File: config.mk
export PLATFORM = sky130hd
export DESIGN_NAME = fb_fill_ctrl_flat
export DESIGN_NICKNAME = d
export VERILOG_FILES = /design/src/rtl/fb_fill_ctrl_if.sv /design/src/rtl/fb_fill_ctrl.sv /design/src/flat_wrapper.sv
export SDC_FILE = /design/constraint.sdc
export NUM_CORES = 1
export LEC_CHECK = 0
export ABC_CLOCK_PERIOD_IN_PS = 5000
export CORE_MARGIN = 5
export CORE_UTILIZATION = 45
export DETAILED_ROUTE_END_ITERATION = 12
export DONT_BUFFER_PORTS = 1
export PLACE_DENSITY = 0.57
export SLEW_MARGIN = 20
export SYNTH_ARGS = -nofsm -noshare
export SYNTH_HDL_FRONTEND = slang
export SYNTH_SLANG_ARGS = --single-unit
File: constraint.sdc
create_clock -name clk -period 5 [get_ports clk]
set_clock_uncertainty 0.2 [all_clocks]
set_input_delay 1 -clock clk [delete_from_list [all_inputs] [get_ports clk]]
set_output_delay 1 -clock clk [all_outputs]
set_load 0.005 [all_outputs]
File: src/rtl/fb_fill_ctrl_if.sv
// fb_fill_ctrl_if: CPU, config and frame-buffer port bundle for the fill engine.
// slave = engine side, master = CPU / frame-buffer side.
interface fb_fill_ctrl_if;
  logic        cpu_we;
  logic        cpu_re;
  logic [1:0]  cpu_mask;
  logic [15:0] cpu_addr;
  logic [31:0] cpu_wdata;
  logic [31:0] cpu_rdata;
  logic        cfg_we;
  logic [1:0]  cfg_addr;
  logic [31:0] cfg_wdata;
  logic [31:0] cfg_rdata;
  logic        fb_we;
  logic        fb_re;
  logic [1:0]  fb_mask;
  logic [15:0] fb_addr;
  logic [31:0] fb_wdata;
  logic [31:0] fb_rdata;
  logic        done_pulse;

  modport slave (
    input  cpu_we, cpu_re, cpu_mask, cpu_addr, cpu_wdata,
    output cpu_rdata,
    input  cfg_we, cfg_addr, cfg_wdata,
    output cfg_rdata,
    output fb_we, fb_re, fb_mask, fb_addr, fb_wdata,
    input  fb_rdata,
    output done_pulse
  );

  modport master (
    output cpu_we, cpu_re, cpu_mask, cpu_addr, cpu_wdata,
    input  cpu_rdata,
    output cfg_we, cfg_addr, cfg_wdata,
    input  cfg_rdata,
    input  fb_we, fb_re, fb_mask, fb_addr, fb_wdata,
    output fb_rdata,
    input  done_pulse
  );
endinterface

File: src/rtl/fb_fill_ctrl.sv
// fb_fill_ctrl: rectangle SET/XOR fill engine for the 640x480 1bpp frame buffer.
// The CPU always owns the port when it strobes; the engine uses idle cycles.
module fb_fill_ctrl #(
  parameter int unsigned ROW_WORDS = 20,
  parameter int unsigned MAX_ROW   = 479,
  parameter int unsigned MAX_WORD  = 19
) (
  input logic           clk,
  input logic           rst,
  fb_fill_ctrl_if.slave bus
);

  localparam logic [8:0]  LastRow  = 9'(MAX_ROW);
  localparam logic [4:0]  LastWord = 5'(MAX_WORD);
  localparam logic [13:0] RowStep  = 14'(ROW_WORDS);

  typedef enum logic [1:0] {
    S_IDLE,
    S_RUN,
    S_RDWAIT,
    S_WB
  } state_t;

  state_t      state_q, state_d;
  logic        mode_q, mode_d;
  logic        done_q, done_d;
  logic        err_q, err_d;
  logic        pulse_q, pulse_d;
  logic [8:0]  y0_q, y0_d;
  logic [8:0]  y1_q, y1_d;
  logic [4:0]  w0_q, w0_d;
  logic [4:0]  w1_q, w1_d;
  logic [31:0] pat_q, pat_d;
  logic [8:0]  row_q, row_d;
  logic [4:0]  col_q, col_d;
  logic [13:0] base_q, base_d;
  logic [31:0] wb_q, wb_d;

  logic        grant;
  logic        busy;
  logic        ctrl_wr;
  logic        start;
  logic        bad;
  logic        adv;
  logic        eng_we;
  logic        eng_re;
  logic [31:0] eng_wdata;
  logic [13:0] word;
  logic [13:0] start_base;

  assign grant   = !(bus.cpu_we || bus.cpu_re);
  assign busy    = (state_q != S_IDLE);
  assign ctrl_wr = bus.cfg_we && (bus.cfg_addr == 2'd0);
  assign start   = ctrl_wr && bus.cfg_wdata[0];
  assign bad     = (y0_q > y1_q) || (w0_q > w1_q) ||
                   (y1_q > LastRow) || (w1_q > LastWord);
  assign word    = base_q + 14'(col_q);

  // y0*ROW_WORDS as a constant shift-add sum
  always_comb begin
    start_base = '0;
    for (int i = 0; i < 5; i++) begin
      if (RowStep[i]) start_base = start_base + (14'(y0_q) << i);
    end
  end

  // config writes, start validation, fill FSM and word advance
  always_comb begin
    state_d   = state_q;
    mode_d    = mode_q;
    done_d    = done_q;
    err_d     = err_q;
    pulse_d   = 1'b0;
    y0_d      = y0_q;
    y1_d      = y1_q;
    w0_d      = w0_q;
    w1_d      = w1_q;
    pat_d     = pat_q;
    row_d     = row_q;
    col_d     = col_q;
    base_d    = base_q;
    wb_d      = wb_q;
    adv       = 1'b0;
    eng_we    = 1'b0;
    eng_re    = 1'b0;
    eng_wdata = pat_q;

    if (bus.cfg_we && !busy) begin
      unique case (bus.cfg_addr)
        2'd1: begin
          y0_d = bus.cfg_wdata[8:0];
          y1_d = bus.cfg_wdata[24:16];
        end
        2'd2: begin
          w0_d = bus.cfg_wdata[4:0];
          w1_d = bus.cfg_wdata[12:8];
        end
        2'd3: pat_d = bus.cfg_wdata;
        default: ;
      endcase
    end

    if (ctrl_wr && bus.cfg_wdata[2]) begin
      done_d = 1'b0;
      err_d  = 1'b0;
    end

    unique case (state_q)
      S_IDLE: begin
        if (start) begin
          if (bad) begin
            err_d   = 1'b1;
            done_d  = 1'b1;
            pulse_d = 1'b1;
          end else begin
            mode_d  = bus.cfg_wdata[1];
            row_d   = y0_q;
            col_d   = w0_q;
            base_d  = start_base;
            done_d  = 1'b0;
            err_d   = 1'b0;
            state_d = S_RUN;
          end
        end
      end
      S_RUN: begin
        if (grant) begin
          if (mode_q) begin
            eng_re  = 1'b1;
            state_d = S_RDWAIT;
          end else begin
            eng_we = 1'b1;
            adv    = 1'b1;
          end
        end
      end
      S_RDWAIT: begin
        wb_d    = bus.fb_rdata ^ pat_q;
        state_d = S_WB;
      end
      S_WB: begin
        if (grant) begin
          eng_we    = 1'b1;
          eng_wdata = wb_q;
          adv       = 1'b1;
          state_d   = S_RUN;
        end
      end
      default: state_d = S_IDLE;
    endcase

    if (adv) begin
      if (col_q < w1_q) begin
        col_d = col_q + 5'd1;
      end else if (row_q < y1_q) begin
        col_d  = w0_q;
        row_d  = row_q + 9'd1;
        base_d = base_q + RowStep;
      end else begin
        done_d  = 1'b1;
        pulse_d = 1'b1;
        state_d = S_IDLE;
      end
    end
  end

  // state and register update
  always_ff @(posedge clk) begin
    if (rst) begin
      state_q <= S_IDLE;
      mode_q  <= 1'b0;
      done_q  <= 1'b0;
      err_q   <= 1'b0;
      pulse_q <= 1'b0;
      y0_q    <= '0;
      y1_q    <= '0;
      w0_q    <= '0;
      w1_q    <= '0;
      pat_q   <= '0;
      row_q   <= '0;
      col_q   <= '0;
      base_q  <= '0;
      wb_q    <= '0;
    end else begin
      state_q <= state_d;
      mode_q  <= mode_d;
      done_q  <= done_d;
      err_q   <= err_d;
      pulse_q <= pulse_d;
      y0_q    <= y0_d;
      y1_q    <= y1_d;
      w0_q    <= w0_d;
      w1_q    <= w1_d;
      pat_q   <= pat_d;
      row_q   <= row_d;
      col_q   <= col_d;
      base_q  <= base_d;
      wb_q    <= wb_d;
    end
  end

  // combinational config read-back
  always_comb begin
    bus.cfg_rdata = '0;
    unique case (bus.cfg_addr)
      2'd0: bus.cfg_rdata = {28'd0, err_q, done_q, mode_q, busy};
      2'd1: bus.cfg_rdata = {7'd0, y1_q, 7'd0, y0_q};
      2'd2: bus.cfg_rdata = {19'd0, w1_q, 3'd0, w0_q};
      2'd3: bus.cfg_rdata = pat_q;
      default: ;
    endcase
  end

  assign bus.fb_we      = grant ? eng_we : bus.cpu_we;
  assign bus.fb_re      = grant ? eng_re : bus.cpu_re;
  assign bus.fb_mask    = grant ? ((eng_we || eng_re) ? 2'b10 : 2'b00)
                                : bus.cpu_mask;
  assign bus.fb_addr    = grant ? {word, 2'b00} : bus.cpu_addr;
  assign bus.fb_wdata   = grant ? eng_wdata : bus.cpu_wdata;
  assign bus.cpu_rdata  = bus.fb_rdata;
  assign bus.done_pulse = pulse_q;

endmodule
File: src/flat_wrapper.sv
// flat-port wrapper written by rule: the top's interface ports become plain ports
module fb_fill_ctrl_flat 
#(
  parameter int unsigned ROW_WORDS = 20,
  parameter int unsigned MAX_ROW   = 479,
  parameter int unsigned MAX_WORD  = 19
)
  (clk, rst, bus_cpu_we, bus_cpu_re, bus_cpu_mask, bus_cpu_addr, bus_cpu_wdata, bus_cpu_rdata, bus_cfg_we, bus_cfg_addr, bus_cfg_wdata, bus_cfg_rdata, bus_fb_we, bus_fb_re, bus_fb_mask, bus_fb_addr, bus_fb_wdata, bus_fb_rdata, bus_done_pulse);
  fb_fill_ctrl_if bus_i ();
  input logic clk;
  input logic rst;
  input wire logic [$bits(bus_i.cpu_we)-1:0] bus_cpu_we;
  input wire logic [$bits(bus_i.cpu_re)-1:0] bus_cpu_re;
  input wire logic [$bits(bus_i.cpu_mask)-1:0] bus_cpu_mask;
  input wire logic [$bits(bus_i.cpu_addr)-1:0] bus_cpu_addr;
  input wire logic [$bits(bus_i.cpu_wdata)-1:0] bus_cpu_wdata;
  output wire logic [$bits(bus_i.cpu_rdata)-1:0] bus_cpu_rdata;
  input wire logic [$bits(bus_i.cfg_we)-1:0] bus_cfg_we;
  input wire logic [$bits(bus_i.cfg_addr)-1:0] bus_cfg_addr;
  input wire logic [$bits(bus_i.cfg_wdata)-1:0] bus_cfg_wdata;
  output wire logic [$bits(bus_i.cfg_rdata)-1:0] bus_cfg_rdata;
  output wire logic [$bits(bus_i.fb_we)-1:0] bus_fb_we;
  output wire logic [$bits(bus_i.fb_re)-1:0] bus_fb_re;
  output wire logic [$bits(bus_i.fb_mask)-1:0] bus_fb_mask;
  output wire logic [$bits(bus_i.fb_addr)-1:0] bus_fb_addr;
  output wire logic [$bits(bus_i.fb_wdata)-1:0] bus_fb_wdata;
  input wire logic [$bits(bus_i.fb_rdata)-1:0] bus_fb_rdata;
  output wire logic [$bits(bus_i.done_pulse)-1:0] bus_done_pulse;
  assign bus_i.cpu_we = bus_cpu_we;
  assign bus_i.cpu_re = bus_cpu_re;
  assign bus_i.cpu_mask = bus_cpu_mask;
  assign bus_i.cpu_addr = bus_cpu_addr;
  assign bus_i.cpu_wdata = bus_cpu_wdata;
  assign bus_cpu_rdata = bus_i.cpu_rdata;
  assign bus_i.cfg_we = bus_cfg_we;
  assign bus_i.cfg_addr = bus_cfg_addr;
  assign bus_i.cfg_wdata = bus_cfg_wdata;
  assign bus_cfg_rdata = bus_i.cfg_rdata;
  assign bus_fb_we = bus_i.fb_we;
  assign bus_fb_re = bus_i.fb_re;
  assign bus_fb_mask = bus_i.fb_mask;
  assign bus_fb_addr = bus_i.fb_addr;
  assign bus_fb_wdata = bus_i.fb_wdata;
  assign bus_i.fb_rdata = bus_fb_rdata;
  assign bus_done_pulse = bus_i.done_pulse;
  fb_fill_ctrl #(.ROW_WORDS(ROW_WORDS), .MAX_ROW(MAX_ROW), .MAX_WORD(MAX_WORD)) u_core (.clk(clk), .rst(rst), .bus(bus_i));
endmodule
# Word-level counts from Yosys, hierarchy flattened
# Cells that the tools add are included.
# word_totals
register_bits,126
latchBits,0
n_memories,0
mem_bits_ro,0
ram_bits,0
# op_classes
n_shift,0
n_mul,0
n_bitwise,2
reduce_logical,17
mux,57
n_lt_le_gt_ge,6
n_eq_ne,6
add_sub_neg,5
div,0
# ops
op,count
one-hot mux 32 bit (4 select lines),1
two-way mux 14 bit,6
two-way mux 32 bit,2
two-way mux 9 bit,6
bitwise XOR 32 bit,1
two-way mux 5 bit,6
two-way mux 1 bit,23
two-way mux 2 bit,10
two-way mux 16 bit,1
adder 11 x 13 -> 14 bit,1
adder 14 x 5 -> 14 bit,1
adder 14 x 5 -> 14 bit (second input constant),1
adder 9 x 1 -> 9 bit (second input constant),1
> comparator 9 bit,1
> comparator 9 bit (second input constant),1
less-than comparator 9 bit,1
equality test 2 bit (second input constant),4
one-hot mux 2 bit (4 select lines),1
AND reduction 2 bit,3
adder 5 x 1 -> 5 bit (second input constant),1
> comparator 5 bit,1
> comparator 5 bit (second input constant),1
logical OR 1 bit,5
less-than comparator 5 bit,1
8 further kinds,13

# Longest topological paths before layout
# Gate-level depths: netlist (run 1).
# logic_depth
word_depth,10
mapped_depth,11
mapped_depth_nobuf,10

# Least setup slack after synthesis (run 1)
# No wires, ideal clock.
# synth_path
path_type,in2out
start,in bus_cfg_addr[0]
end,out bus_cfg_rdata[4]
path_slack_ns,1.541
t_required_ns,3.800
path_stages,4
arrival_time_ns,2.259
path_cell_list,clkbuf_1 clkbuf_1 mux2_2 a22o_1
# synth_via
elab_chain_cells,2
elab_cells_between_ends,5
cone_classes,3 x eq/ne; 1 x mux; 1 x reduce/logical
# synth_rtl
element,line,rtl
"start, declared",flat_wrapper.sv:19,input wire logic [$bits(bus_i.cfg_addr)-1:0] bus_cfg_addr;
"equality test 2 bit, or another cell as far along",fb_fill_ctrl.sv:205,unique case (bus.cfg_addr)
one-hot mux 32 bit (4 select lines) (*),fb_fill_ctrl.sv:205,
"end, declared",flat_wrapper.sv:21,output wire logic [$bits(bus_i.cfg_rdata)-1:0] bus_cfg_rdata;
# Mark *: on every way between the ends. The rest lies on a longest branch, timed or not.

# Worst setup path in the final report (run 1)
# layout_path
start,reg u_core.col_q[0]
end,out bus_fb_addr[12]
# layout_via
elab_chain_cells,2
# layout_rtl
element,line,rtl
"start, declared",fb_fill_ctrl.sv:35,"logic [4:0] col_q, col_d;"
"start signal, assigned",fb_fill_ctrl.sv:196,col_q <= col_d;
adder 14 x 5 -> 14 bit,fb_fill_ctrl.sv:57,assign word = base_q + 14'(col_q);
two-way mux 16 bit,fb_fill_ctrl.sv:218,"assign bus.fb_addr = grant ? {word, 2'b00} : bus.cpu_addr;"
"end, declared",flat_wrapper.sv:25,output wire logic [$bits(bus_i.fb_addr)-1:0] bus_fb_addr;
# Every way passes these cells.

==> results of run 1 <==
logic make-up (layout without fill, tap and decap cells):
logic type	after synthesis	in the layout	share of synthesized area (%)
xor+xnor	51	51	5.60
mux	70	70	9.45
compound gates	253	253	19.0
fa+ha+maj	43	43	6.93
flops	126	126	31.6
simple gates	360	360	20.0
buf+inv	123	67	7.35
registers in the layout, summed over array words and instances (netlist names):
signal                 cells
u_core.base_q             14
u_core.bus.done_pulse      1
u_core.col_q               5
u_core.done_q              1
u_core.err_q               1
u_core.mode_q              1
u_core.pat_q              32
u_core.row_q               9
u_core.state_q             2
u_core.w0_q                5
u_core.w1_q                5
u_core.wb_q               32
u_core.y0_q                9
u_core.y1_q                9
cells in the mapped netlist (2+ instances only):
| cell | instances | area share (%) |
|---|---|---|
| sky130_fd_sc_hd__nand2_1 | 179 | 8.4 |
| sky130_fd_sc_hd__dfxtp_1 | 126 | 32 |
| sky130_fd_sc_hd__a21oi_1 | 97 | 6.1 |
| sky130_fd_sc_hd__nor2_1 | 74 | 3.5 |
| sky130_fd_sc_hd__mux2i_1 | 63 | 7.9 |
| sky130_fd_sc_hd__clkbuf_1 | 52 | 2.4 |
| sky130_fd_sc_hd__o21ai_0 | 46 | 2.9 |
| sky130_fd_sc_hd__xnor2_1 | 43 | 4.7 |
| sky130_fd_sc_hd__ha_1 | 41 | 6.4 |
| sky130_fd_sc_hd__a211oi_1 | 35 | 3.3 |
| sky130_fd_sc_hd__buf_4 | 32 | 3.0 |
| sky130_fd_sc_hd__inv_1 | 25 | 1.2 |
| sky130_fd_sc_hd__o21ai_1 | 23 | 1.4 |
| sky130_fd_sc_hd__nor2b_1 | 22 | 1.7 |
| sky130_fd_sc_hd__and3_1 | 17 | 1.3 |
| sky130_fd_sc_hd__nor3_1 | 17 | 1.1 |
| sky130_fd_sc_hd__nand3_1 | 14 | 0.88 |
| sky130_fd_sc_hd__a21o_1 | 8 | 0.75 |
| sky130_fd_sc_hd__and2_1 | 8 | 0.63 |
| sky130_fd_sc_hd__buf_1 | 8 | 0.38 |
| sky130_fd_sc_hd__xor2_1 | 8 | 0.88 |
| sky130_fd_sc_hd__nand4_1 | 7 | 0.55 |
| sky130_fd_sc_hd__a31oi_1 | 6 | 0.47 |
| sky130_fd_sc_hd__nor3b_1 | 5 | 0.47 |
| sky130_fd_sc_hd__o211ai_1 | 5 | 0.47 |
| sky130_fd_sc_hd__a2111oi_0 | 4 | 0.44 |
| sky130_fd_sc_hd__buf_2 | 4 | 0.25 |
| sky130_fd_sc_hd__mux4_2 | 4 | 1.1 |
| sky130_fd_sc_hd__nand2b_1 | 4 | 0.31 |
| sky130_fd_sc_hd__nor4_1 | 3 | 0.24 |
| sky130_fd_sc_hd__o21a_1 | 3 | 0.28 |
| sky130_fd_sc_hd__o22ai_1 | 3 | 0.24 |
| sky130_fd_sc_hd__a22o_1 | 2 | 0.22 |
| sky130_fd_sc_hd__a22oi_1 | 2 | 0.19 |
| sky130_fd_sc_hd__a311oi_1 | 2 | 0.22 |
| sky130_fd_sc_hd__a32oi_1 | 2 | 0.22 |
| sky130_fd_sc_hd__fa_1 | 2 | 0.50 |
| sky130_fd_sc_hd__inv_2 | 2 | 0.094 |
| sky130_fd_sc_hd__mux2_2 | 2 | 0.28 |
| sky130_fd_sc_hd__o21bai_1 | 2 | 0.19 |
| sky130_fd_sc_hd__or3_1 | 2 | 0.16 |
cell usage in the layout, fill, tap and decap left out, drive strengths merged, types with 7 or more instances in the layout:
cell and instances:
xnor2 43, and3 17, a21oi 97, ha 41, nand3 14, clkinv 9, inv 29, mux2i 63
nor3 17, and2 8, clkbuf 17, dfxtp 126, a21o 8, buf 8, nor2b 22, a211oi 35
nand2 179, xor2 8, nand4 7, o21ai 69, nor2 75
worst max-delay path, delay by kind of cell, from the launching register on:
family / cells / cell delay [ns]
adders and majority gates: 2 / 0.63
AOI/OAI and AO/OA: 4 / 0.62
DFF: 1 / 0.47
and+or+nand+nor: 2 / 0.39
xor gates and xnor gates: 1 / 0.09
buffers and inverters: 1 / 0.06
how the worst max path moves through the flow:
stage	end	cells past startpoint	startpoint	slack, ns
3_3_place_gp	bus_fb_addr[1]	3	bus_cpu_we	1.42
5_1_grt	bus_fb_addr[12]	10	u_core.col_q[0]	0.83
3_5_place_dp	bus_fb_wdata[13]	4	bus_cpu_we	1.38
4_1_cts	bus_fb_addr[12]	10	u_core.col_q[0]	1.08
2_1_floorplan	bus_cfg_rdata[4]	4	bus_cfg_addr[0]	1.54
6_report	bus_fb_addr[12]	10	u_core.col_q[0]	1.12
power groups by stage:
stage                     logic [mW]  clock network [mW]  registers [mW]
after floorplan                0.233                   0            1.07
after global placement         0.234                   0            1.08
after detailed placement       0.235                   0            1.08
after CTS                      0.237                1.33            1.06
after global routing           0.268                1.37            1.06
final                          0.235                1.30            1.06
routing by layer:
metal / up-vias / global-route usage (%) / routed length (microns)
met5: - / 0 / 0
met2: 186 / 34.5 / 10600
met4: 0 / 4.85 / 157
met3: 10 / 6.23 / 1590
met1: 3146 / 27.6 / 9700
li1: 3426 / - / -
layout make-up:
| cell class | instances | area share (%) |
|---|---|---|
| clock buffers | 17 | 5.02 |
| multi-input cells | 777 | 57.7 |
| inverters | 27 | 1.20 |
| clock inverters | 15 | 2.29 |
| well taps | 225 | 3.32 |
| repair buffers | 8 | 0.709 |
| flip-flops and latches | 126 | 29.8 |
per-stage QoR:
stage	power, mW	instance area, sq um
2_1_floorplan	1.30	7980
3_3_place_gp	1.31	7850
3_5_place_dp	1.31	7850
4_1_cts	2.62	8470
5_1_grt	2.70	8470
6_report	2.59	8470
==> results.md, run 1 <==
| Stage | Result | This run |
| --- | --- | --- |
| clocking | Post-CTS setup buffers | 0 |
| sta | Maximum achievable frequency | 0.258 GHz |
| finish | Filler cells | 1743 |
| routing | Total DRC errors in the routed layout | 0 |
| clocking | Number of H-tree branching levels | 4 |
| run | Maximum Capacitance Violations | 0 |
| floorplanning | Floorplan die area | 0.0205 sq mm |
| critical path | Startpoint class of the critical path | flip-flop |
| critical path | Minimum setup slack among reg-to-reg paths | 1.63 ns |
| global routing | Number of antenna violations at the first check in global routing | 0 |
| yosys | Syn Inst Count | 1026 |
| yosys | Number of flops mapped to enable cells by yosys | 0 |
| placed design | Number of cells after detailed placement | 1163 |
| clocking | Post-CTS Hold Buffers | 0 |
| critical path | Cell mode on critical path | sky130_fd_sc_hd__o21ai_1 |
| clocking | Count of instances resized after the clock tree is built | 0 |
| sta | Unrepaired setup endpoints after global routing | false |
| critical path | Crit Reg-Reg Startpoint | u_core.y0_q[2] |
| finish | Area taken by multi-input logic gates | 0.00489 sq mm |
| outcome | Run status | complete, no violations |
| global routing | Global-route wire length before repair | 34.4 mm |
| global routing | Gr usage total | 21.1% |
| placed design | Dpl hpwl | 15.6 mm |
| yosys | Sequential area share after synthesis | 31.6% |
| sta | Total of endpoints with negative setup slack in the final report | 0 |
| pwr | Leakage power | 3.40 nW |
| min path | Worst-case hold path end point | u_core.done_q |
| pwr | Power share of the clock group | 50.2% |
| global routing | Overall overflow remaining after global route | 0 |
| finish | Flip-flop and latch area | 0.00252 sq mm |
| clocking | Max Buffers Root-to-Sink | 2 |
| pwr | Total net switching power | 636 uW |
| critical path | Worst path arrival time | 2.68 ns |
| clocking | Total CTS buffers | 17 |
| placed design | Pre-CTS setup slack | 1.38 ns |
| global routing | Largest net degree at the start of global routing | 127 |
| floorplanning | Area of the placeable core | 0.0174 sq mm |
| yosys | Fraction of registers with async set or reset after synthesis | 0% |
| clocking | Root Buffer Master | sky130_fd_sc_hd__clkbuf_16 |
| min path | Hold Path Origin | u_core.done_q |
| clocking | Clock latency reported for the late side of the worst-skew pair | 0.41 ns |
| pwr | Share of power burned in registers | 40.7% |
| sta | Setup slack of the critical path after layout | 1.12 ns |
| sta | Post-layout min period | 3.88 ns |
| finish | Syn-to-layout area delta | 6.13% |
| pwr | Switch share | 24.5% |
| min path | Hold/Removal Path Class | reg2reg |
| routing | Remaining antenna violation count | 0 |
| sta | Final Hold Slack | 0.271 ns |
| sta | Pins over their slew limit | 0 |
| critical path | Endpoint of the lowest-slack register-to-register path | u_core.base_q[13] |
| routing | Vias per cell | 5.66 |
| yosys | Netlist area before placement | 0.00798 sq mm |
| critical path | Setup CP Type | reg2out |
| floorplanning | Ports | 238 |
| critical path | Max stage delay on crit path | 0.47 ns |
| finish | Proportion of layout cells with a drive suffix above 1 | 6.19% |
| critical path | Largest fanout on the critical path | 8 |
| sta | Max transition margin | 38.1% |
| yosys | Mean cell area of the mapped netlist | 7.78 sq um |
| finish | Non-filler cells in the finished layout | 1195 |
| sta | Setup_tns | 0 ns |
| finish | Post-layout util | 48.8% |
| pwr | Highest ir drop seen on vdd | 0.350 mV |
| critical path | Series of cell instances along the critical path | ha_1 > inv_1 > fa_1 > nor2b_1 > o21ai_0 > a21boi_1 > o21ai_1 > nor3_1 > xnor2_1 > o21ai_1 |
| yosys | Synthesis-stage register bit count | 126 |
| floorplanning | Initial Util | 46.0% |
| clocking | Clock sinks | 126 |
| pwr | Internal portion of total power | 1.96 mW |
| floorplanning | Die extent in y | 143 microns |
| floorplanning | Die Span X | 143 microns |
| routing | Number of optimization iterations in the first detailed-route pass | 5 |
| clocking | Register clock-pin slew on the reported worst setup and hold paths | 0.06 ns |
| finish | Antenna Diode Count | 0 |
| yosys | Yosys warning count | 0 |
| pwr | Combinational share of power | 9.1% |
| sta | Final Hold Violating Endpoints | 0 |
| clocking | TritonCTS clock tree | yes |
| yosys | Post-synth top flop | sky130_fd_sc_hd__dfxtp_1 |
| critical path | Required time of the worst setup path | 3.80 ns |
| finish | Number of nets at the end of the flow | 1121 |
| pwr | Pwr per Cell Area | 306 mW/mm^2 |
| critical path | Cell count of the worst reg-to-reg path | 9 |
| yosys | Distinct cell type count of the synthesized netlist | 63 |
| placed design | RD Place Congestion | 0.819 |
| placed design | PortBufs | 0 |
| routing | Starting DRC count in detailed routing | 316 |
| global routing | Via count of the first global-routing pass | 6348 |
| routing | Routed wirelength normalized by instance count | 18.5 microns |
| routing | Total Wirelength | 22.1 mm |
| critical path | Endpoint kind of the worst setup timing path | primary output |
| yosys | Post-synth net total | 1190 |
| routing | Via total after detailed routing | 6768 |
| sta | Worst Max-Slew Pin Slew | 0.928 ns |
| floorplanning | Number of rows in the core area | 48 |
| critical path | Cell with the biggest individual delay on the critical path | sky130_fd_sc_hd__dfxtp_1 |
| min path | WHS Path Cells | 2 |
| sta | Period utilization | 77.6% |
(Power assumes the default switching activity.)
==> run 2, diff against run 1 <==
--- a/config.mk
+++ b/config.mk
@@ -5,7 +5,7 @@
 export SDC_FILE = /design/constraint.sdc
 export NUM_CORES = 1
 export LEC_CHECK = 0
-export ABC_CLOCK_PERIOD_IN_PS = 5000
+export ABC_CLOCK_PERIOD_IN_PS = 3600
 export CORE_MARGIN = 5
 export CORE_UTILIZATION = 45
 export DETAILED_ROUTE_END_ITERATION = 12
==> constraint.sdc (replaced) <==
create_clock -name clk -period 3.6 [get_ports clk]
set_clock_uncertainty 0.2 [all_clocks]
set_input_delay 0.72 -clock clk [delete_from_list [all_inputs] [get_ports clk]]
set_output_delay 0.72 -clock clk [all_outputs]
set_load 0.005 [all_outputs]
==> results.md, run 2 (synthesis gave the netlist of run 1 again) <==
| Stage | Result | This run | vs previous |
| --- | --- | --- | --- |
| clocking | Max Buffers Root-to-Sink | 2 | unchanged |
| routing | Total DRC errors in the routed layout | 0 | unchanged |
| floorplanning | Area of the placeable core | 0.0174 sq mm | unchanged |
| global routing | Via count of the first global-routing pass | 6495 | was 6348 |
| critical path | Worst path arrival time | 2.45 ns | was 2.68 ns |
| routing | Total Wirelength | 22.2 mm | was 22.1 mm |
| floorplanning | Number of rows in the core area | 48 | unchanged |
| critical path | Endpoint kind of the worst setup timing path | primary output | unchanged |
| finish | Most frequent cells in the layout | 178 x sky130_fd_sc_hd__nand2_1, 125 x sky130_fd_sc_hd__dfxtp_1, 96 x sky130_fd_sc_hd__a21oi_1, 74 x sky130_fd_sc_hd__nor2_1, 63 x sky130_fd_sc_hd__mux2i_1 | was 178 x sky130_fd_sc_hd__nand2_1, 126 x sky130_fd_sc_hd__dfxtp_1, 96 x sky130_fd_sc_hd__a21oi_1, 74 x sky130_fd_sc_hd__nor2_1, 63 x sky130_fd_sc_hd__mux2i_1 |
| clocking | Total CTS buffers | 17 | unchanged |
| clocking | Clock sinks | 126 | unchanged |
| finish | Number of nets at the end of the flow | 1129 | was 1121 |
| placed design | Number of cells after detailed placement | 1170 | was 1163 |
| critical path | Startpoint class of the critical path | flip-flop | unchanged |
| finish | Non-filler cells in the finished layout | 1203 | was 1195 |
| finish | Most common cell after layout, fill and taps aside | sky130_fd_sc_hd__nand2_1 | unchanged |
| clocking | Root Buffer Master | sky130_fd_sc_hd__clkbuf_16 | unchanged |
| sta | Period utilization | 93.7% |  |
| floorplanning | Ports | 238 | unchanged |
| finish | Leading registers by flop count | u_core.pat_q: 32 flops, u_core.wb_q: 32 flops, u_core.base_q: 14 flops | unchanged |
| critical path | Largest fanout on the critical path | 8 | unchanged |
| routing | Highest layer used for signal routing | met4 | unchanged |
| global routing | Gr usage total | 21.6% | was 21.1% |
| clocking | Register clock-pin slew on the reported worst setup and hold paths | 0.06 ns | about the same |
| clocking | Number of H-tree branching levels | 4 | unchanged |
| routing | Detail Route met2 WL | 10.4 mm | was 10.6 mm |
| placed design | Dpl hpwl | 15.8 mm | was 15.6 mm |
| sta | Maximum achievable frequency | 0.297 GHz |  |
| finish | Syn-to-layout area delta | 7.32% | was 6.13% |
| floorplanning | Initial Util | 46.0% | unchanged |
| critical path | Required time of the worst setup path | 2.68 ns | was 3.80 ns |
| routing | Via total after detailed routing | 6727 | was 6768 |
| global routing | Global-route wire length before repair | 35.2 mm | was 34.4 mm |
| floorplanning | Die extent in y | 143 microns | unchanged |
| sta | Worst Max-Slew Pin Slew | 0.864 ns | was 0.928 ns |
| routing | Starting DRC count in detailed routing | 398 | was 316 |
| floorplanning | Die Span X | 143 microns | unchanged |
| finish | Post-layout util | 49.4% | was 48.8% |
| sta | Total of endpoints with negative setup slack in the final report | 0 | unchanged |
| routing | Remaining antenna violation count | 0 | unchanged |
| pwr | Total power | 3.65 mW | was 2.59 mW |
| routing | Sum of met3 wire segment lengths after detailed routing | 1.61 mm | was 1.59 mm |
| sta | Unrepaired setup endpoints after global routing | false | unchanged |
| floorplanning | Floorplan die area | 0.0205 sq mm | unchanged |
| sta | Setup_tns | 0 ns | unchanged |
| sta | Max transition margin | 42.2% | was 38.1% |
| pwr | Leakage power | 3.44 nW | was 3.40 nW |
| sta | Pins over their slew limit | 0 | unchanged |
| min path | Hold/Removal Path Class | in2reg | was reg2reg |
| global routing | Largest net degree at the start of global routing | 127 | unchanged |
| pwr | Pwr per Cell Area | 426 mW/mm^2 | was 306 mW/mm^2 |
| placed design | RD Place Congestion | 0.827 | was 0.819 |
| routing | Vias per cell | 5.59 | was 5.66 |
| finish | Antenna Diode Count | 0 | unchanged |
| routing | Number of optimization iterations in the first detailed-route pass | 5 | unchanged |
| clocking | TritonCTS clock tree | yes | unchanged |
| sta | Final Hold Violating Endpoints | 0 | unchanged |
| pwr | Highest ir drop seen on vdd | 0.399 mV | was 0.350 mV |
| outcome | Run status | complete, no violations | unchanged |
| routing | Sum of routed wire segments on met1 | 9.81 mm | was 9.70 mm |
| placed design | PortBufs | 0 | unchanged |
| global routing | Overall overflow remaining after global route | 0 | unchanged |
| sta | Post-layout min period | 3.37 ns |  |
| critical path | Setup CP Type | reg2out | unchanged |
| run | Maximum Capacitance Violations | 0 | unchanged |
| finish | Proportion of layout cells with a drive suffix above 1 | 7.16% | was 6.19% |
| clocking | Clock latency reported for the late side of the worst-skew pair | 0.42 ns | was 0.41 ns |
| global routing | Number of antenna violations at the first check in global routing | 0 | unchanged |
| routing | Routed wirelength normalized by instance count | 18.4 microns | was 18.5 microns |
==> run 2: routing by layer <==
metal  vias up  GRT usage (%)
met5         -              0
met4         0           5.85
met3        21           6.76
met2       191           34.8
met1      3091           28.0
li1       3424              -
==> run 2: final cells by class <==
type	instances	area, sq um
fillers	1731	8790
multi-input cells	777	4900
flip-flops and latches	126	2520
clock buffers	19	443
well taps	225	282
clock inverters	13	189
repair buffers	16	133
inverters	27	101
==> run 2: repair_timing <==
action	4_1_cts	5_1_grt
setup endpoints to repair	1	8
setup buffers	0	1
resized for setup	1	4
pin swaps	0	1
hold buffers	0	0
==> run 2: per-stage QoR <==
stage               hold WS, ns  setup WS, ns  cell area [sq um]
floorplan                 0.233         0.701               7980
global placement          0.243         0.485               7910
detailed placement        0.245         0.440               7910
CTS                       0.164        0.0808               8550
global route              0.164       0.00377               8570
finish                    0.185         0.228               8570
==> run 2: path summary, 6_finish.rpt <==
kind,from,to,slack (ns),depth (start not counted)
setup reg to reg,u_core.y0_q[2],u_core.col_q[3],0.70,9
hold reg to reg,u_core.done_q,u_core.done_q,0.26,2
setup / recovery,u_core.col_q[0],bus_fb_addr[12],0.23,10
hold / removal,rst,u_core.pat_q[14],0.18,1
==> run 2: critical path: stages (launching register included) <==
cell and delay, ns:
sky130_fd_sc_hd__dfxtp_2 0.39, sky130_fd_sc_hd__ha_1 0.18, sky130_fd_sc_hd__inv_1 0.06, sky130_fd_sc_hd__fa_1 0.39
sky130_fd_sc_hd__nor2b_1 0.12, sky130_fd_sc_hd__o21ai_0 0.10, sky130_fd_sc_hd__a21boi_1 0.21, sky130_fd_sc_hd__o21ai_2 0.13
sky130_fd_sc_hd__nor3_2 0.22, sky130_fd_sc_hd__xnor2_1 0.09, sky130_fd_sc_hd__o21ai_1 0.15
==> run 2: power breakdown <==
group	switching, mW	internal (mW)
clock network	0.666	1.18
logic	0.195	0.142
registers	0.0403	1.42
==> run 3, diff against run 2 <==
--- a/config.mk
+++ b/config.mk
@@ -5,12 +5,11 @@
 export SDC_FILE = /design/constraint.sdc
 export NUM_CORES = 1
 export LEC_CHECK = 0
-export ABC_CLOCK_PERIOD_IN_PS = 3600
+export ABC_CLOCK_PERIOD_IN_PS = 3690
 export CORE_MARGIN = 5
 export CORE_UTILIZATION = 45
 export DETAILED_ROUTE_END_ITERATION = 12
-export DONT_BUFFER_PORTS = 1
-export PLACE_DENSITY = 0.57
+export PLACE_DENSITY = 0.74
 export SLEW_MARGIN = 20
 export SYNTH_ARGS = -nofsm -noshare
 export SYNTH_HDL_FRONTEND = slang
==> constraint.sdc (replaced) <==
create_clock -name clk -period 3.69 [get_ports clk]
set_clock_uncertainty 0.2 [all_clocks]
set_input_delay 0.738 -clock clk [delete_from_list [all_inputs] [get_ports clk]]
set_output_delay 0.738 -clock clk [all_outputs]
set_load 0.005 [all_outputs]
==> results.md, run 3 (synthesis gave the netlist of run 1 again) <==
| Stage | Result | This run | vs previous |
| --- | --- | --- | --- |
| outcome | Run status | complete, no violations | unchanged |
| global routing | Largest net degree at the start of global routing | 80 | was 127 |
| sta | Post-layout min period | 3.54 ns |  |
| clocking | Max Buffers Root-to-Sink | 2 | unchanged |
| clocking | Clock sinks | 126 | unchanged |
| routing | Starting DRC count in detailed routing | 454 | was 398 |
| placed design | Number of cells after detailed placement | 1417 | was 1170 |
| finish | Total non-filler cell area in the finished layout | 0.0111 sq mm | was 0.00857 sq mm |
| sta | Final Hold Violating Endpoints | 0 | unchanged |
| finish | Proportion of layout cells with a drive suffix above 1 | 7.33% | was 7.16% |
| sta | Period utilization | 95.9% |  |
| routing | Total Wirelength | 24.6 mm | was 22.2 mm |
| floorplanning | Floorplan die area | 0.0205 sq mm | unchanged |
| critical path | Cell count of the worst reg-to-reg path | 9 | unchanged |
| critical path | Minimum setup slack among reg-to-reg paths | 0.54 ns | was 0.70 ns |
| sta | Max transition margin | 44.5% | was 42.2% |
| sta | Maximum achievable frequency | 0.283 GHz |  |
| clocking | Total CTS buffers | 17 | unchanged |
| critical path | Endpoint of the lowest-slack register-to-register path | u_core.row_q[1] | was u_core.col_q[3] |
| critical path | Required time of the worst setup path | 2.75 ns | was 2.68 ns |
| finish | Antenna Diode Count | 0 | unchanged |
| floorplanning | Die extent in y | 143 microns | unchanged |
| clocking | Number of H-tree branching levels | 4 | unchanged |
| min path | WHS Path Cells | 2 | was 1 |
| global routing | Global-route wire length before repair | 38.6 mm | was 35.2 mm |
| global routing | Gr usage total | 23.3% | was 21.6% |
| clocking | Register clock-pin slew on the reported worst setup and hold paths | 0.06 ns | about the same |
| global routing | Number of antenna violations at the first check in global routing | 0 | unchanged |
| critical path | Startpoint class of the critical path | flip-flop | unchanged |
| critical path | Origin of the worst setup path | u_core.col_q[1] | was u_core.col_q[0] |
| routing | Number of optimization iterations in the first detailed-route pass | 5 | unchanged |
| routing | Routed wirelength normalized by instance count | 16.9 microns | was 18.4 microns |
| finish | Most common cell after layout, fill and taps aside | sky130_fd_sc_hd__clkdlybuf4s50_1 | was sky130_fd_sc_hd__nand2_1 |
| min path | Hold/Removal Path Class | reg2reg | was in2reg |
| floorplanning | Area of the placeable core | 0.0174 sq mm | unchanged |
| finish | Syn-to-layout area delta | 39.5% | was 7.32% |
| pwr | Leakage power | 4.50 nW | was 3.44 nW |
| placed design | Area after DPL | 0.0104 sq mm | was 0.00791 sq mm |
| sta | Pins over their slew limit | 0 | unchanged |
| clocking | Root Buffer Master | sky130_fd_sc_hd__clkbuf_16 | unchanged |
| sta | Worst Max-Slew Pin Slew | 0.822 ns | was 0.864 ns |
| critical path | Largest fanout on the critical path | 4 | was 8 |
| pwr | Pwr per Cell Area | 357 mW/mm^2 | was 426 mW/mm^2 |
| placed design | PortBufs | 237 | was 0 |
| finish | Leading registers by flop count | u_core.pat_q: 32 flops, u_core.wb_q: 32 flops, u_core.base_q: 14 flops | unchanged |
| finish | Number of nets at the end of the flow | 1378 | was 1129 |
| finish | Most frequent cells in the layout | 228 x sky130_fd_sc_hd__clkdlybuf4s50_1, 178 x sky130_fd_sc_hd__nand2_1, 124 x sky130_fd_sc_hd__dfxtp_1, 95 x sky130_fd_sc_hd__a21oi_1, 74 x sky130_fd_sc_hd__nor2_1 | was 178 x sky130_fd_sc_hd__nand2_1, 125 x sky130_fd_sc_hd__dfxtp_1, 96 x sky130_fd_sc_hd__a21oi_1, 74 x sky130_fd_sc_hd__nor2_1, 63 x sky130_fd_sc_hd__mux2i_1 |
| critical path | Setup CP Type | reg2out | unchanged |
| placed design | Dpl hpwl | 17.9 mm | was 15.8 mm |
| clocking | Clock latency reported for the late side of the worst-skew pair | 0.42 ns | about the same |
| clocking | TritonCTS clock tree | yes | unchanged |
| critical path | Critical Path Sink | bus_fb_addr[13] | was bus_fb_addr[12] |
| floorplanning | Initial Util | 46.0% | unchanged |
| run | Maximum Capacitance Violations | 0 | unchanged |
| critical path | Crit Reg-Reg Startpoint | u_core.y0_q[2] | unchanged |
| routing | Remaining antenna violation count | 0 | unchanged |
| floorplanning | Ports | 238 | unchanged |
| finish | Non-filler cells in the finished layout | 1452 | was 1203 |
| sta | Total of endpoints with negative setup slack in the final report | 0 | unchanged |
| critical path | Endpoint kind of the worst setup timing path | primary output | unchanged |
| routing | Via total after detailed routing | 7880 | was 6727 |
| placed design | RD Place Congestion | 0.887 | was 0.827 |
| critical path | Worst path arrival time | 2.60 ns | was 2.45 ns |
| routing | Vias per cell | 5.43 | was 5.59 |
| floorplanning | Number of rows in the core area | 48 | unchanged |
| floorplanning | Die Span X | 143 microns | unchanged |
| global routing | Via count of the first global-routing pass | 7542 | was 6495 |
| routing | Total DRC errors in the routed layout | 0 | unchanged |
| global routing | Overall overflow remaining after global route | 0 | unchanged |
| pwr | Highest ir drop seen on vdd | 0.347 mV | was 0.399 mV |
==> run 3: how the worst min path moves through the flow <==
stage          slack, ns           start        endpoint
2_1_floorplan       0.23   u_core.done_q   u_core.done_q
3_3_place_gp        0.25   u_core.done_q   u_core.done_q
3_5_place_dp        0.26   u_core.done_q   u_core.done_q
4_1_cts             0.27  u_core.y1_q[1]  u_core.y1_q[1]
5_1_grt             0.29   u_core.done_q   u_core.done_q
6_report            0.27  u_core.y1_q[1]  u_core.y1_q[1]
==> run 3: timing repair <==
| item | 4_1_cts | 5_1_grt |
|---|---|---|
| hold buffers | 0 | 0 |
| setup buffers | 2 | 1 |
| gates cloned | 0 | 0 |
| pin swaps | 5 | 3 |
| gates resized for setup | 8 | 14 |
| endpoints found under the setup margin | 8 | 9 |
==> run 3: routing by layer <==
layer	routed length, microns	up-vias	track usage [%]
met5	0	-	0
met3	1760	38	4.79
li1	-	3926	-
met1	10400	3627	30.0
met4	448	0	7.05
met2	11900	289	39.5
==> run 3: layout make-up <==
type	instances	area [sq um]
clock inverters	10	181
clock buffers	22	494
flip-flops and latches	126	2520
well taps	225	282
repair buffers	265	2640
multi-input cells	777	4910
fillers	1509	6220
inverters	27	101
==> run 3: metrics by stage <==
stage / hold WS, ns / setup TNS, ns / power [mW] / worst slack, ns / utilization (%)
2_1_floorplan: 0.233 / 0 / 1.76 / 0.755 / -
3_3_place_gp: 0.255 / 0 / 2.09 / 0.209 / 59.9
3_5_place_dp: 0.263 / 0 / 2.10 / 0.128 / 59.9
4_1_cts: 0.274 / 0 / 4.00 / 0.00329 / 64.0
5_1_grt: 0.288 / -0.0824 / 4.13 / -0.0451 / 64.2
6_report: 0.273 / 0 / 3.98 / 0.152 / 64.2
==> run 3: power by group <==
group          leakage (nW)  total, mW  switching, mW  internal (mW)
sequential             1.02       1.43         0.0398           1.39
combinational          3.14      0.645          0.289          0.356
clock                 0.332       1.90          0.615           1.29
total                  4.50       3.98          0.944           3.03
==> run 3: worst max-delay path: stages (launching register included) <==
cell                              delay (ns)
sky130_fd_sc_hd__dfxtp_2                0.33
sky130_fd_sc_hd__ha_1                   0.27
sky130_fd_sc_hd__a21o_1                 0.17
sky130_fd_sc_hd__a21oi_2                0.17
sky130_fd_sc_hd__o21ai_1                0.09
sky130_fd_sc_hd__a21oi_2                0.16
sky130_fd_sc_hd__buf_4                  0.16
sky130_fd_sc_hd__nor3_1                 0.06
sky130_fd_sc_hd__xnor2_1                0.13
sky130_fd_sc_hd__o21ai_1                0.12
sky130_fd_sc_hd__clkdlybuf4s50_1        0.52
